==> src/rtl/lab2_nibble_serial_cla_adder.sv <==
// Nibble-serial two's-complement adder.
// A single 4-bit carry-lookahead slice is reused once per clock, least
// significant nibble first, so a WIDTH-bit add costs NIBBLES cycles but
// only one slice of lookahead logic. Results are held until the next accept.
module lab2_nibble_serial_cla_adder #(
  parameter  int NIBBLES = 4,
  localparam int WIDTH   = 4 * NIBBLES
) (
  input  logic             clk,
  input  logic             rst_n,
  input  logic             start,
  input  logic [WIDTH-1:0] A,
  input  logic [WIDTH-1:0] B,
  input  logic             cin,
  output logic [WIDTH-1:0] S,
  output logic             cout,
  output logic             ovf,
  output logic             busy,
  output logic             done
);

  localparam int IDXW = (NIBBLES > 1) ? $clog2(NIBBLES) : 1;
  localparam logic [IDXW-1:0] LAST_IDX = IDXW'(NIBBLES - 1);

  typedef enum logic [1:0] {
    ST_IDLE,
    ST_RUN,
    ST_DONE
  } state_t;

  state_t           state_q, state_d;
  logic [WIDTH-1:0] a_q, a_d;
  logic [WIDTH-1:0] b_q, b_d;
  logic [WIDTH-1:0] s_q, s_d;
  logic [IDXW-1:0]  idx_q, idx_d;
  logic             carry_q, carry_d;
  logic             cout_q, cout_d;
  logic             ovf_q, ovf_d;
  logic             busy_q, busy_d;
  logic             done_q, done_d;

  // Bit offset of the nibble currently being processed.
  logic [IDXW+1:0]  nib_base;
  logic [3:0]       nib_a, nib_b, nib_g, nib_p, nib_sum;
  logic             c1, c2, c3, c4;
  logic             accept;

  assign nib_base = {idx_q, 2'b00};
  assign accept   = start && (state_q != ST_RUN);

  // Carry-lookahead slice: every carry is a flat sum of products of the
  // generate/propagate terms and the incoming carry, with no ripple chain.
  always_comb begin
    nib_a   = a_q[nib_base +: 4];
    nib_b   = b_q[nib_base +: 4];
    nib_g   = nib_a & nib_b;
    nib_p   = nib_a ^ nib_b;
    c1      = nib_g[0]
            | (nib_p[0] & carry_q);
    c2      = nib_g[1]
            | (nib_p[1] & nib_g[0])
            | (nib_p[1] & nib_p[0] & carry_q);
    c3      = nib_g[2]
            | (nib_p[2] & nib_g[1])
            | (nib_p[2] & nib_p[1] & nib_g[0])
            | (nib_p[2] & nib_p[1] & nib_p[0] & carry_q);
    c4      = nib_g[3]
            | (nib_p[3] & nib_g[2])
            | (nib_p[3] & nib_p[2] & nib_g[1])
            | (nib_p[3] & nib_p[2] & nib_p[1] & nib_g[0])
            | (nib_p[3] & nib_p[2] & nib_p[1] & nib_p[0] & carry_q);
    nib_sum = nib_p ^ {c3, c2, c1, carry_q};
  end

  // Next-state and next-register logic for the IDLE/RUN/DONE sequencer.
  always_comb begin
    state_d = state_q;
    a_d     = a_q;
    b_d     = b_q;
    s_d     = s_q;
    idx_d   = idx_q;
    carry_d = carry_q;
    cout_d  = cout_q;
    ovf_d   = ovf_q;

    if (accept) begin
      a_d     = A;
      b_d     = B;
      carry_d = cin;
      s_d     = '0;
      cout_d  = 1'b0;
      ovf_d   = 1'b0;
      idx_d   = '0;
      state_d = ST_RUN;
    end else begin
      case (state_q)
        ST_RUN: begin
          s_d[nib_base +: 4] = nib_sum;
          carry_d            = c4;
          idx_d              = idx_q + IDXW'(1);
          if (idx_q == LAST_IDX) begin
            cout_d  = c4;
            ovf_d   = c4 ^ c3;
            state_d = ST_DONE;
          end
        end
        ST_DONE: state_d = ST_IDLE;
        default: state_d = ST_IDLE;
      endcase
    end

    busy_d = (state_d == ST_RUN);
    done_d = (state_d == ST_DONE);
  end

  // All state and outputs registered; reset clears everything at once.
  always_ff @(posedge clk or negedge rst_n) begin
    if (!rst_n) begin
      state_q <= ST_IDLE;
      a_q     <= '0;
      b_q     <= '0;
      s_q     <= '0;
      idx_q   <= '0;
      carry_q <= 1'b0;
      cout_q  <= 1'b0;
      ovf_q   <= 1'b0;
      busy_q  <= 1'b0;
      done_q  <= 1'b0;
    end else begin
      state_q <= state_d;
      a_q     <= a_d;
      b_q     <= b_d;
      s_q     <= s_d;
      idx_q   <= idx_d;
      carry_q <= carry_d;
      cout_q  <= cout_d;
      ovf_q   <= ovf_d;
      busy_q  <= busy_d;
      done_q  <= done_d;
    end
  end

  assign S    = s_q;
  assign cout = cout_q;
  assign ovf  = ovf_q;
  assign busy = busy_q;
  assign done = done_q;

endmodule

==> config.mk <==
export PLATFORM = sky130hd
export DESIGN_NAME = lab2_nibble_serial_cla_adder
export DESIGN_NICKNAME = d
export VERILOG_FILES = /design/src/rtl/lab2_nibble_serial_cla_adder.sv
export SDC_FILE = /design/constraint.sdc
export NUM_CORES = 1
export LEC_CHECK = 0
export ABC_AREA = 1
export BUFFER_PORTS_ARGS = -buffer_cell sky130_fd_sc_hd__clkbuf_2
export CAP_MARGIN = 25
export CORE_ASPECT_RATIO = 1.2
export CORE_MARGIN = 5
export CORE_UTILIZATION = 49
export DETAILED_ROUTE_END_ITERATION = 10
export GPL_TIMING_DRIVEN = 1
export MAX_ROUTING_LAYER = met4
export PLACE_DENSITY = 0.75
export SYNTH_ARGS = -nofsm -noshare
export SYNTH_HDL_FRONTEND = slang
export SYNTH_SLANG_ARGS = --single-unit
==> constraint.sdc <==
create_clock -name clk -period 2.04 [get_ports clk]
set_clock_uncertainty 0.05 [all_clocks]
set_input_delay 0.51 -clock clk [delete_from_list [all_inputs] [get_ports clk]]
set_output_delay 0.51 -clock clk [all_outputs]
set_load 0.01 [all_outputs]
==> impl_metrics.ini, run 1 <==
[drt]
drtAntennaViolNets = 0
viasPerCell = 5.10
drt_iter0_drc = 117
routed_wirelength_um = 6370
dr.pass1.iters = 5
drc = 0
routed-via-count = 2440
wire_per_inst_um = 13.3

[synthesis]
yosysTopAreaCell = dfrtp_1
synth_seq_area_share_pct = 51.6
synth_area_leaders = dfrtp_1 52%, nand2_1 18%, ha_1 4.1%, o21ai_0 3.1%, nor2_1 3.0%
synth.avg_cell_area_um2 = 8.21
synth_area_mm2 = 0.00277
synth_nets = 383
ys_ff_latch = 57
ys_types = 26
synth_top_area_share_pct = 51.6
synth_warnings = 0
syn_inst = 337

[placed_design]
gp_congestion = 0.893
place_inst = 459
post_dp_cell_area_mm2 = 0.00318
portBuffers = 55
hpwl_um = 4540

[flow_run]
maxCapViolCount = 0

[cts]
cts.sinks = 57
cts.path.max_buffers = 2
worstSkewPairLatency_ns = 0.33
cts.reportedPaths.clkPinSlew_ns = 0.07
cts-buffers-inserted = 9
cts_tree = done
cts_root_buf = clkbuf_8
htree_levels = 3

[layout]
nets = 456
insertedDiodeCount = 0
drive_gt1_share_pct = 31.6
nFillCells = 514
stdcell_count = 478
postLayoutCellArea_mm2 = 0.00353
multi_input_area_mm2 = 0.00130
final_common_cell = nand2_1
syn_to_final_growth_pct = 27.7
seqCellArea_mm2 = 0.00143
layout_common_cells = 131 x nand2_1, 55 x dfrtp_1, 55 x clkbuf_2

[setup_path]
end_kind = flip-flop
criticalPathCategory = flip-flop to flip-flop
arrival_ns = 2.19
required_ns = 2.21
slowest_delay_ns = 0.50
cp_slowest_cell = fa_1
critPathMaxFanout = 9
start_kind = flip-flop
worstPathCellList = buf_6, o21ai_1, o22ai_2, fa_1, nand2_2, nor2_2, a22o_1

[global_routing]
grt_max_degree = 58
antenna_found_initial = 0
grt.overflow.total = 0
grt_pass1_wl_um = 10100
grt_pass1_vias = 2249
track_usage_pct = 18.2

[die]
die_y_um = 92.3
initial_core_util_pct = 49.8
die_w_um = 78.6
core_mm2 = 0.00556
pin_count = 56
rows = 30
die-area_mm2 = 0.00725

[timing]
rsz0062_at_grt = true
maxSlewHeadroom_pct = 71.0
worst_slew_pin_slew_ns = 0.435
fin_tns_setup_ns = 0
whs_ns = 0.114
slew_viol_final = 0
fmax_mhz = 494
finalHoldViolations = 0
setup_violations = 0
period_minus_slack_ns = 2.02
fin_crit_sh_pct = 99.2

[hold_path]
min-delay-path-class = input port to async pin

[power]
ir_drop_uv = 939
leakage_nw = 1.92
power_density_mw_per_mm2 = 2090

[run_status]
outcome = complete, no violations
-- cell usage after synthesis --
| cell | count |
|---|---|
| nand2_2 | 5 |
| ha_1 | 9 |
| o21ai_0 | 17 |
| nand4_1 | 6 |
| buf_2 | 8 |
| or2_0 | 1 |
| inv_4 | 1 |
| inv_1 | 20 |
| nand3_1 | 16 |
| clkinv_1 | 1 |
| nand2_1 | 134 |
| a22o_1 | 2 |
| nor3_4 | 1 |
| inv_2 | 4 |
| o21ai_1 | 7 |
| and2_0 | 1 |
| dfrtp_1 | 57 |
| nand2_4 | 2 |
| a21oi_1 | 2 |
| o21bai_1 | 1 |
| fa_1 | 1 |
| nor2_2 | 4 |
| nor2_1 | 22 |
| o22ai_1 | 11 |
| xnor2_1 | 1 |
| buf_4 | 3 |
-- worst max-delay path: cells and delay by family, from the launching register on --
kind | cells | cell delay (ns)
compound gates | 3 | 0.59
fa+ha+maj | 1 | 0.50
buf+inv | 1 | 0.16
flops | 1 | 0.44
simple gates | 2 | 0.16
-- cell families (layout without fill, tap and decap cells) --
family / Yosys count / after routing / share of synthesized area [%]
buf+inv: 37 / 114 / 5.88
flops: 57 / 57 / 51.6
xor+xnor: 1 / 1 / 0.317
simple gates: 192 / 192 / 29.3
compound gates: 40 / 40 / 8.10
fa+ha+maj: 10 / 10 / 4.80
-- report_power, final --
part | internal, mW | leakage [nW] | switching (mW) | total, mW
sequential | 1.64 | 0.727 | 0.344 | 1.98
clock | 0.526 | 0.0980 | 0.424 | 0.951
combinational | 1.91 | 1.10 | 2.53 | 4.44
-- per-layer routing --
metal  vias up  share of wire [%]  global-route usage [%]
li1       1224                  -                       -
met1      1134                 41                    21.8
met2        68                 52                    30.2
met3        14                5.0                    4.47
met4         0                1.9                    6.12
met5         -                  0                       -
-- repair_timing --
action                                  4_1_cts  5_1_grt
hold buffers                                  0        0
endpoints found under the setup margin        3       17
gates cloned                                  0        2
gates resized for setup                       2       43
setup buffers                                 0        2
pin swaps                                     1       10
-- through the flow --
step           utilization, %  power, mW  setup slack [ns]
2_1_floorplan               -       4.45           0.00325
3_3_place_gp             57.2       5.58           0.00996
3_5_place_dp             57.2       5.66           -0.0188
4_1_cts                  60.6       6.66          -0.00604
5_1_grt                  63.6       7.99           -0.0631
6_report                 63.6       7.38            0.0170
-- final cells by class --
class	instances	share of cell area [%]
Clock inverter	3	0.425
Sequential cell	57	40.5
Inverter	26	3.08
Timing Repair inverter	1	0.213
Timing Repair Buffer	72	12.0
Multi-Input combinational cell	243	36.9
Clock buffer	12	4.68
Tap cell	64	2.27
-- flip-flops by register name, indices dropped and copies added (netlist names) --
name and count:
idx_q 2, busy 1, S 16, ovf 1, a_q 16, carry_q 1
done 1, state_q 2, b_q 16, cout 1
-- path summary, 6_finish.rpt --
kind / start / end / slack, ns / depth (start not counted)
min in group clk: A[3] / a_q[3]$_DFFE_PN0P_ / 0.32 / 3
worst min register to register: S[14]$_DFFE_PN0P_ / S[14]$_DFFE_PN0P_ / 0.43 / 2
max in group asynchronous: rst_n / idx_q[0]$_DFFE_PN0P_ / 1.55 / 2
worst max register to register: idx_q[1]$_DFFE_PN0P_ / S[12]$_DFFE_PN0P_ / 0.02 / 7
worst max-delay path: idx_q[1]$_DFFE_PN0P_ / S[12]$_DFFE_PN0P_ / 0.02 / 7
worst min-delay path: rst_n / busy$_DFF_PN0_ / 0.11 / 2
(Power assumes the default switching activity.)
==> inputs of run 2 (changes only) <==
==> constraint.sdc (replaced) <==
create_clock -name clk -period 2.04 [get_ports clk]
set_clock_uncertainty 0.05 [all_clocks]
set_input_delay 0.204 -clock clk [delete_from_list [all_inputs] [get_ports clk]]
set_output_delay 0.204 -clock clk [all_outputs]
set_load 0.01 [all_outputs]
==> impl_metrics.ini, run 2 (synthesized netlist as in run 1, its figures left out) <==
[layout]
stdcell_count = 493
postLayoutCoreUtil_pct = 65.8
syn_to_final_growth_pct = 32.2
final_common_cell = nand2_1
insertedDiodeCount = 0
nFillCells = 462
layout_common_cells = 130 x nand2_1, 55 x dfrtp_1, 55 x clkbuf_2
drive_gt1_share_pct = 31.0
nets = 470

[timing]
rsz0062_at_grt = true
slew_viol_final = 0
setup_slack_ns = -0.0118
setup_violations = 4
period_minus_slack_ns = 2.05
worst_slew_pin_slew_ns = 0.652
fmax_mhz = 487
fin_tns_setup_ns = -0.0212
whs_ns = 0.0115
fin_crit_sh_pct = 101
maxSlewHeadroom_pct = 56.5
finalHoldViolations = 0

[run_status]
outcome = finished with violations
failed_checks = negative setup slack

[global_routing]
track_usage_pct = 18.8
grt_pass1_vias = 2393
grt_max_degree = 34
grt_pass1_wl_um = 10400
antenna_found_initial = 0
grt.overflow.total = 0

[die]
pin_count = 56
die_w_um = 78.6
die_y_um = 92.3
rows = 30
core_mm2 = 0.00556
die-area_mm2 = 0.00725
initial_core_util_pct = 49.8

[cts]
cts-buffers-inserted = 9
cts.sinks = 57
cts_root_buf = clkbuf_8
worstSkewPairLatency_ns = 0.34
cts_tree = done
htree_levels = 3
cts.reportedPaths.clkPinSlew_ns = 0.06
cts.path.max_buffers = 2

[flow_run]
maxCapViolCount = 0

[power]
ir_drop_uv = 903
leakage_nw = 1.97
power_density_mw_per_mm2 = 2020

[setup_path]
r2r-start = idx_q[0]$_DFFE_PN0P_
criticalPathCategory = flip-flop to flip-flop
setup.worst_path.start = idx_q[0]$_DFFE_PN0P_
required_ns = 2.22
end_kind = flip-flop
arrival_ns = 2.23
critPathMaxFanout = 8
start_kind = flip-flop

[drt]
routed-via-count = 2497
drc = 0
drt_iter0_drc = 88
wire_per_inst_um = 13.4
dr.pass1.iters = 4
drtAntennaViolNets = 0
viasPerCell = 5.06
routed_wirelength_um = 6590

[placed_design]
portBuffers = 55
gp_congestion = 0.921
place_inst = 458
hpwl_um = 4730

[hold_path]
min-delay-path-class = input port to flip-flop
min-delay-start = B[0]
## run 2: final timing paths
check | depth (start not counted) | slack [ns] | endpoint
hold reg to reg | 2 | 0.43 | S[4]$_DFFE_PN0P_
setup reg to reg | 8 | -0.01 | S[12]$_DFFE_PN0P_
min in group asynchronous | 2 | 0.38 | ovf$_DFFE_PN0P_
hold / removal | 3 | 0.01 | b_q[0]$_DFFE_PN0P_
max in group asynchronous | 3 | 0.96 | idx_q[1]$_DFFE_PN0P_
setup / recovery | 8 | -0.01 | S[12]$_DFFE_PN0P_
## run 2: layout make-up
cell class / instances / area, µm² / area share (%)
clock buffer: 13 / 159 / 4.35
timing repair inverter: 1 / 5.00 / 0.137
multi-input combinational: 243 / 1290 / 35.2
tap: 64 / 80.1 / 2.19
clock inverter: 3 / 15.0 / 0.411
timing repair buffer: 86 / 571 / 15.6
sequential: 57 / 1430 / 39.1
inverter: 26 / 109 / 2.98
## run 2: through the flow
step | total power [mW] | setup WS, ns | instance area (µm²)
CTS | 6.66 | -0.00371 | 3460
finish | 7.37 | -0.0118 | 3650
floorplan | 4.45 | 0.00325 | 2770
detailed placement | 5.66 | -0.0478 | 3170
global route | 7.98 | -0.125 | 3650
global placement | 5.57 | 0.0260 | 3170
## run 2: repair_timing
item	in CTS	in global routing
gates resized for setup	2	49
setup buffers	0	7
pin swaps	1	15
hold endpoints to repair	34	0
gates cloned	0	1
endpoints found under the setup margin	2	18
hold buffers	11	0
## run 2: where the power goes
group,switching (mW),internal [mW],leakage (nW)
Sequential,0.341,1.64,0.727
Combinational,2.59,1.88,1.15
Clock,0.426,0.501,0.0932
Total,3.35,4.02,1.97
## run 2: routing by layer
layer | vias to the layer above | GRT usage [%] | share of wire [%]
met4 | 0 | 9.91 | 3.3
met5 | - | - | 0
li1 | 1255 | - | -
met3 | 21 | 4.57 | 5.7
met1 | 1135 | 21.1 | 39
met2 | 86 | 31.1 | 52
## run 2: critical path, stage by stage (launching register included)
cell and delay (ns):
dfrtp_2 0.44, clkinv_4 0.08, buf_6 0.13, nor2_1 0.06
o22ai_2 0.29, fa_2 0.51, nand2_2 0.11, nor2_2 0.04
a22o_1 0.23
==> inputs of run 3 (changes only) <==
--- a/config.mk
+++ b/config.mk
@@ -15,6 +15,7 @@
 export GPL_TIMING_DRIVEN = 1
 export MAX_ROUTING_LAYER = met4
 export PLACE_DENSITY = 0.75
+export SKIP_CTS_REPAIR_TIMING = 1
 export SYNTH_ARGS = -nofsm -noshare
 export SYNTH_HDL_FRONTEND = slang
 export SYNTH_SLANG_ARGS = --single-unit
==> impl_metrics.ini, run 3 (synthesized netlist as in run 1, its figures left out) <==
[run_status]
outcome = complete, no violations

[layout]
syn_to_final_growth_pct = 26.6
nFillCells = 491
postLayoutCoreUtil_pct = 63.0
layout_common_cells = 132 x nand2_1, 55 x dfrtp_1, 55 x clkbuf_2
final_common_cell = nand2_1
postLayoutCellArea_mm2 = 0.00350
stdcell_count = 480
insertedDiodeCount = 0
nets = 457
drive_gt1_share_pct = 28.8

[drt]
routed_wirelength_um = 6500
drtAntennaViolNets = 0
drc = 0
wl_met3_um = 343
routed-via-count = 2449
wire_per_inst_um = 13.5
viasPerCell = 5.10
met1_length_um = 2640
top_layer_used = met4
dr.pass1.iters = 5
drt_iter0_drc = 75
wl_met2_um = 3320

[cts]
cts-buffers-inserted = 9
cts.sinks = 57
cts.reportedPaths.clkPinSlew_ns = 0.07
htree_levels = 3
cts_root_buf = clkbuf_8
cts.path.max_buffers = 2
cts_tree = done
worstSkewPairLatency_ns = 0.35

[die]
rows = 30
die_y_um = 92.3
die_w_um = 78.6
pin_count = 56
core_mm2 = 0.00556
initial_core_util_pct = 49.8
die-area_mm2 = 0.00725

[placed_design]
place_inst = 458
post_dp_cell_area_mm2 = 0.00317
hpwl_um = 4730
gp_congestion = 0.921
portBuffers = 55
pre_cts_slack_ns = -0.0478

[setup_path]
cp_slowest_cell = dfrtp_2
ff2ff_setup_slack_ns = 0.03
setup.worst_path.end = ovf$_DFFE_PN0P_
r2r_end = ovf$_DFFE_PN0P_
start_kind = flip-flop
r2r-start = idx_q[0]$_DFFE_PN0P_
arrival_ns = 2.19
criticalPathCategory = flip-flop to flip-flop
slowest_delay_ns = 0.44
setup.worst_path.start = idx_q[0]$_DFFE_PN0P_
critPathMaxFanout = 9
reg2reg_depth = 11
worstPathCellList = buf_6, o21ai_1, o22ai_1, ha_1, nand2_1, nor2_1, nor2_1, and2_1, nand3_1, nand3_1, nand2_1
end_kind = flip-flop
required_ns = 2.23

[power]
ir_drop_uv = 960
power.total_mw = 7.27
leakage_nw = 1.91
power_density_mw_per_mm2 = 2080

[timing]
maxSlewHeadroom_pct = 56.3
rsz0062_at_grt = true
setup_slack_ns = 0.0343
fmax_mhz = 499
finalHoldViolations = 0
worst_slew_pin_slew_ns = 0.655
period_minus_slack_ns = 2.01
whs_ns = 0.000388
slew_viol_final = 0
setup_violations = 0
fin_crit_sh_pct = 98.3
fin_tns_setup_ns = 0

[global_routing]
grt_max_degree = 34
grt_pass1_vias = 2345
antenna_found_initial = 0
grt_pass1_wl_um = 10200
grt.overflow.total = 0
track_usage_pct = 18.6

[flow_run]
maxCapViolCount = 0

[hold_path]
min-delay-path-class = input port to flip-flop
## run 3: cell count changes in the layout (fill, tap and decap cells not counted), sizes merged
cell and delta:
buf -4, dlygate4sd3 -9
## run 3: worst min-delay path by stage
stage                     start                   to  slack [ns]  cells past startpoint
after floorplan           rst_n     S[0]$_DFFE_PN0P_       -0.14                      0
after global placement    rst_n       busy$_DFF_PN0_        0.21                      1
after detailed placement  rst_n       busy$_DFF_PN0_        0.21                      1
after CTS                 rst_n      ovf$_DFFE_PN0P_       -0.16                      1
after global routing      A[11]  a_q[11]$_DFFE_PN0P_       0.008                      3
final                     B[12]  b_q[12]$_DFFE_PN0P_      0.0004                      3
## run 3: layout make-up
class                      instances  area (µm²)  share of cell area [%]
multi-input combinational        243        1260                    36.1
sequential                        57        1430                    40.8
inverter                          26         109                    3.11
timing repair buffer              73         439                    12.5
tap                               64        80.1                    2.29
clock inverter                     3        15.0                   0.429
timing repair inverter             1        7.51                   0.214
clock buffer                      13         159                    4.54
## run 3: metal layers
layer	up-vias	GRT usage, %
li1	1229	-
met1	1122	21.1
met2	78	30.2
met3	20	4.67
met4	0	10.1
met5	-	-
## run 3: worst max-delay path, delay by kind of cell (launching register included)
kind,cells,cell delay (ns)
simple gates,7,0.66
flops,1,0.44
fa+ha+maj,1,0.35
compound gates,2,0.25
buf+inv,1,0.15
## run 3: power by group
part / total (mW) / internal [mW] / switching (mW)
Clock: 0.934 / 0.501 / 0.433
Combinational: 4.35 / 1.83 / 2.51
Sequential: 1.98 / 1.64 / 0.346
